==> config.mk <==
export PLATFORM = sky130hd
export DESIGN_NAME = char_row_fetch_arb
export DESIGN_NICKNAME = d
export VERILOG_FILES = /design/src/rtl/char_row_fetch_arb.sv
export SDC_FILE = /design/constraint.sdc
export NUM_CORES = 1
export LEC_CHECK = 0
export BUFFER_PORTS_ARGS = -buffer_cell sky130_fd_sc_hd__buf_2
export CAP_MARGIN = 40
export CORE_MARGIN = 2
export CORE_UTILIZATION = 35
export CTS_BUF_LIST = sky130_fd_sc_hd__clkbuf_8
export DETAILED_ROUTE_END_ITERATION = 8
export SYNTH_ARGS = -nofsm -noshare
export SYNTH_HDL_FRONTEND = slang
export SYNTH_SLANG_ARGS = --single-unit
==> constraint.sdc <==
create_clock -name clk -period 1.7 [get_ports clk]
set_clock_uncertainty 0.2 [all_clocks]
set_input_delay 0.085 -clock clk [delete_from_list [all_inputs] [get_ports clk]]
set_output_delay 0.085 -clock clk [all_outputs]
set_load 0.005 [all_outputs]
==> src/rtl/char_row_fetch_arb.sv <==
// Two-requester character-row fetch: one 16-column ROM sweep per grant, codes realigned to a tag pipe.
// Grant visible 1 cycle after arbitration; data ROM_LAT cycles after address. Requests wait in IDLE.
// Define CHAR_ARB_FIXED_PRIO_EN for fixed priority (requester 0 wins ties); default is round-robin.
module char_row_fetch_arb #(
    parameter int ROM_LAT = 2
) (
    input  logic       clk,
    input  logic       rst_n,
    input  logic       req0,
    input  logic       req1,
    input  logic [3:0] row0,
    input  logic [3:0] row1,
    output logic       gnt0,
    output logic       gnt1,
    output logic       busy,
    output logic [7:0] rom_xy,
    input  logic [6:0] rom_code,
    output logic       out_valid,
    output logic       out_id,
    output logic [3:0] out_col,
    output logic [6:0] out_code,
    output logic       done0,
    output logic       done1
);

    typedef enum logic [1:0] {IDLE, ISSUE, DRAIN} state_t;

    localparam logic [2:0] DRN_LAST = 3'(ROM_LAT - 1);

    state_t     state_q, state_d;
    logic [3:0] col_q, col_d;
    logic [3:0] row_q, row_d;
    logic       id_q, id_d;
    logic [2:0] drn_q, drn_d;
    logic [7:0] xy_q, xy_d;
    logic       gnt0_q, gnt0_d;
    logic       gnt1_q, gnt1_d;
    logic       issue;
    logic       win;
    logic       done;

    logic [ROM_LAT-1:0]      tv_q, tv_d;
    logic [ROM_LAT-1:0]      ti_q, ti_d;
    logic [ROM_LAT-1:0][3:0] tc_q, tc_d;

`ifdef CHAR_ARB_FIXED_PRIO_EN
    assign win = req1 & ~req0;
`else
    logic last_q, last_d;
    // last_q is the id served most recently; the other requester wins a tie
    assign win = req1 & (~req0 | ~last_q);
`endif

    assign issue = (state_q == ISSUE);

    always_comb begin
        state_d = state_q;
        col_d   = col_q;
        row_d   = row_q;
        id_d    = id_q;
        drn_d   = drn_q;
        xy_d    = xy_q;
        gnt0_d  = 1'b0;
        gnt1_d  = 1'b0;
`ifndef CHAR_ARB_FIXED_PRIO_EN
        last_d  = last_q;
`endif
        case (state_q)
            IDLE: begin
                if (req0 | req1) begin
                    state_d = ISSUE;
                    col_d   = 4'h0;
                    id_d    = win;
                    row_d   = win ? row1 : row0;
                    xy_d    = {row_d, 4'h0};
                    gnt0_d  = ~win;
                    gnt1_d  = win;
`ifndef CHAR_ARB_FIXED_PRIO_EN
                    last_d  = win;
`endif
                end
            end
            ISSUE: begin
                if (col_q == 4'hF) begin
                    state_d = DRAIN;
                    drn_d   = 3'd0;
                end else begin
                    col_d = col_q + 4'd1;
                    xy_d  = {row_q, col_d};
                end
            end
            DRAIN: begin
                if (drn_q == DRN_LAST) state_d = IDLE;
                else                   drn_d   = drn_q + 3'd1;
            end
            default: state_d = IDLE;
        endcase
    end

    // Tag pipe carries zeros outside ISSUE so out_id/out_col stay 0 between beats
    always_comb begin
        tv_d    = '0;
        ti_d    = '0;
        tc_d    = '0;
        tv_d[0] = issue;
        ti_d[0] = issue & id_q;
        tc_d[0] = issue ? col_q : 4'h0;
        for (int i = 1; i < ROM_LAT; i++) begin
            tv_d[i] = tv_q[i-1];
            ti_d[i] = ti_q[i-1];
            tc_d[i] = tc_q[i-1];
        end
    end

    always_ff @(posedge clk or negedge rst_n) begin
        if (!rst_n) begin
            state_q <= IDLE;
            col_q   <= 4'h0;
            row_q   <= 4'h0;
            id_q    <= 1'b0;
            drn_q   <= 3'd0;
            xy_q    <= 8'h00;
            gnt0_q  <= 1'b0;
            gnt1_q  <= 1'b0;
            tv_q    <= '0;
            ti_q    <= '0;
            tc_q    <= '0;
`ifndef CHAR_ARB_FIXED_PRIO_EN
            last_q  <= 1'b0;
`endif
        end else begin
            state_q <= state_d;
            col_q   <= col_d;
            row_q   <= row_d;
            id_q    <= id_d;
            drn_q   <= drn_d;
            xy_q    <= xy_d;
            gnt0_q  <= gnt0_d;
            gnt1_q  <= gnt1_d;
            tv_q    <= tv_d;
            ti_q    <= ti_d;
            tc_q    <= tc_d;
`ifndef CHAR_ARB_FIXED_PRIO_EN
            last_q  <= last_d;
`endif
        end
    end

    assign gnt0      = gnt0_q;
    assign gnt1      = gnt1_q;
    assign busy      = (state_q != IDLE);
    assign rom_xy    = xy_q;
    assign out_valid = tv_q[ROM_LAT-1];
    assign out_id    = ti_q[ROM_LAT-1];
    assign out_col   = tc_q[ROM_LAT-1];
    assign out_code  = rom_code;
    assign done      = out_valid & (out_col == 4'hF);
    assign done0     = done & ~out_id;
    assign done1     = done & out_id;

endmodule

==> impl_metrics.py <==
metrics = {
    "grt": {
        "grt_usage_pct": 14.0,
        "grt_pass1_vias": 1169,
        "antenna_found_initial": 0,
        "busiest_layer": "met2",
        "grt_pass1_wl_um": 5320,
        "met2_usage_pct": 21.9,
        "groute.layer.met1.usage_pct": 17.5,
        "grt_max_degree": 33,
        "global_route.usage.met3_pct": 4.65,
        "grt-ovfl-total": 0,
    },
    "setup_path": {
        "required_ns": 1.68,
        "worst-setup-path-type": "reg -> reg",
        "slowest_delay_ns": 0.47,
        "worstPathArrival_ns": 1.57,
        "path_max_fanout": 15,
        "path_cells": "nand2b_4, inv_2, a22oi_4, o31ai_1",
        "reg2regPathDepth": 4,
        "critPathCaptureType": "flip-flop",
        "slowest_stage": "dfrtp_1",
        "start_kind": "flip-flop",
    },
    "hold_path": {
        "hold_class": "in -> reg",
        "min_path_cells": 3,
    },
    "flow_run": {
        "drv_cap": 0,
    },
    "synth": {
        "async_flop_share_pct": 100,
        "synth_top_family_by_area": "compound AO/OA/AOI/OAI gates",
        "synth_cells": 133,
        "synth_most_common_cell": "dfrtp_1",
        "synthTopCellsByCount": "dfrtp_1, a21oi_1, and2_1, buf_4, nor2_1",
        "synth-simple-area-share_pct": 15.1,
        "synth_compound_area_share_pct": 19.8,
        "synth_mux_area_share_pct": 1.32,
        "synth_edf_count": 0,
        "syn_area_per_cell_um2": 11.4,
        "synth_cell_types": 34,
        "dominantRegCellSynth": "dfrtp_1",
        "synth_area_leaders": "dfrtp_1, a221oi_2, buf_4",
        "synth.top_cell.area_share_pct": 52.9,
        "yosysTopAreaCell": "dfrtp_1",
        "syn-cell-area_mm2": 0.00151,
        "synthAdderAreaFrac_pct": 2.48,
        "ys_warn_count": 0,
        "ys_ff_latch": 32,
        "synthesis.nets": 155,
        "synth-xor-area-share_pct": 0.579,
        "ys_seq_area_share_pct": 52.9,
    },
    "clocking": {
        "worstSkewPairLatency_ns": 0.28,
        "numCtsBuffers": 5,
        "cts.htree.levels": 2,
        "clk_pin_slew_ns": 0.06,
        "cts_sinks": 32,
        "cts_setup_buffers": 0,
        "clock_path_buffers": 2,
        "root_buffer": "clkbuf_8",
        "cts_tree": "built",
    },
    "die": {
        "rows": 23,
        "fp.dieH_um": 69.7,
        "initial_core_util_pct": 37.0,
        "chipWidth_um": 69.7,
        "io_pins": 45,
        "design.die.area_mm2": 0.00486,
        "core_area_mm2": 0.00409,
    },
    "sta": {
        "hold_viol_final": 2,
        "slew_violations": 0,
        "min_period_ns": 1.60,
        "fin_setup_tns_ns": 0,
        "maxSlewHeadroom_pct": 54.8,
        "fin_hold_ws_ns": -0.00925,
        "setup-violations-final": 0,
        "worst_pin_slew_ns": 0.678,
        "rsz0062_at_grt": "false",
        "finalCritPeriodShare_pct": 93.9,
        "fmax_mhz": 627,
    },
    "routing": {
        "wire_per_inst_um": 13.9,
        "drtAntennaViolNets": 0,
        "routed_via_density": 5.20,
        "first_pass_iters": 4,
        "drt_iter0_drc": 64,
        "drc": 0,
        "wl_um": 3110,
        "dr_total_vias": 1164,
    },
    "pwr": {
        "ir_drop_mv": 0.758,
        "pwr-share-comb_pct": 41.1,
        "power_density_mw_per_mm2": 1660,
        "clkPwrFrac_pct": 17.0,
        "p_leak_nw": 0.859,
        "p_sw_share_pct": 37.3,
        "design_power_total_mw": 3.10,
        "intPower_mw": 1.94,
        "seqPwrFrac_pct": 41.9,
        "power.net_switching_mw": 1.16,
    },
    "layout": {
        "nets": 196,
        "drive_above_1_share_pct": 29.9,
        "stdcell_area_mm2": 0.00186,
        "diodes": 0,
        "syn2layout_area_growth_pct": 23.1,
        "instances_no_fill": 224,
    },
    "status": {
        "status": "finished, violations left",
        "violations": "hold timing",
    },
    "place": {
        "post_dp_cell_area_mm2": 0.00166,
        "place_congestion": 0.821,
        "detailed_place_hpwl_um": 2250,
        "numPlacedInstances": 205,
        "io_buffers": 30,
    },
}
cell families after synthesis:
kind of cell    Yosys count
buf+inv                  19
mux                       2
simple gates             38
fa+ha+maj                 3
compound gates           38
flops                    32
xor+xnor                  1
layer usage:
metal / vias up / wire (µm)
met2: 45 / 1540
met1: 558 / 1320
met5: - / 0
met3: 7 / 198
li1: 554 / -
met4: 0 / 53
worst max-delay path: cells and delay by family, from the launching register on:
| family | cells | cell delay [ns] |
|---|---|---|
| AOI/OAI and AO/OA | 2 | 0.42 |
| and+or+nand+nor | 1 | 0.16 |
| DFF | 1 | 0.47 |
| buffers and inverters | 1 | 0.24 |
power by group through the flow:
stage               Sequential (mW)  Clock, mW  Combinational (mW)
global placement               1.29          0                1.24
detailed placement             1.32          0                1.25
global route                   1.34      0.585                1.44
CTS                            1.30      0.544                1.29
floorplan                      1.31          0               0.838
finish                         1.30      0.527                1.27
flip-flops by register name, summed over array words and instances (netlist names):
signal	count
col_q	3
drn_q	3
gnt0	1
gnt1	1
last_q	1
out_col	4
rom_xy	5
row_q	4
state_q	2
tc_d	4
ti_q	2
tv_q	2
through the flow:
step	hold WS [ns]	utilization, %	setup WS [ns]
2_1_floorplan	-0.411	-	0.0835
3_3_place_gp	-0.0369	40.7	0.148
3_5_place_dp	-0.0300	40.7	0.142
4_1_cts	0.00145	45.6	0.0817
5_1_grt	0.0536	45.6	0.00966
6_report	-0.00925	45.6	0.104
cells in the final DEF (no fill, tap or decap), types with 5 or more instances in the layout:
master,netlist,routed
o31ai_1,5,5
clkbuf_8,0,5
and2_1,8,8
o221ai_1,5,5
a21oi_1,11,11
buf_2,1,30
inv_1,5,6
nor2_1,7,7
dlygate4sd3_1,0,12
dfrtp_1,32,32
worst paths after layout:
kind                       slack, ns  startpoint          to
max                             0.10  state_q[0]   rom_xy[6]
min                           -0.009     row0[1]    row_q[1]
max reg2reg                     0.10  state_q[0]   rom_xy[6]
min reg2reg                     0.15     tv_q[0]     tv_q[1]
max in group asynchronous       0.69       rst_n    row_q[0]
min in group asynchronous       0.17       rst_n  out_col[3]
repair_timing:
item                                    in CTS  in global routing
resized for setup                            0                  1
hold endpoints to repair                    42                  0
endpoints found under the setup margin       0                  1
hold buffers                                12                  0
cell type report:
type                            instances  area (µm²)
Fill cell                             397        2220
Sequential cell                        32         801
Multi-Input combinational cell         82         594
Timing Repair Buffer                   46         300
Clock buffer                            5        68.8
Tap cell                               50        62.6
Inverter                                7        26.3
Clock inverter                          2        8.76
No activity file was read; power rests on OpenSTA's default activity.
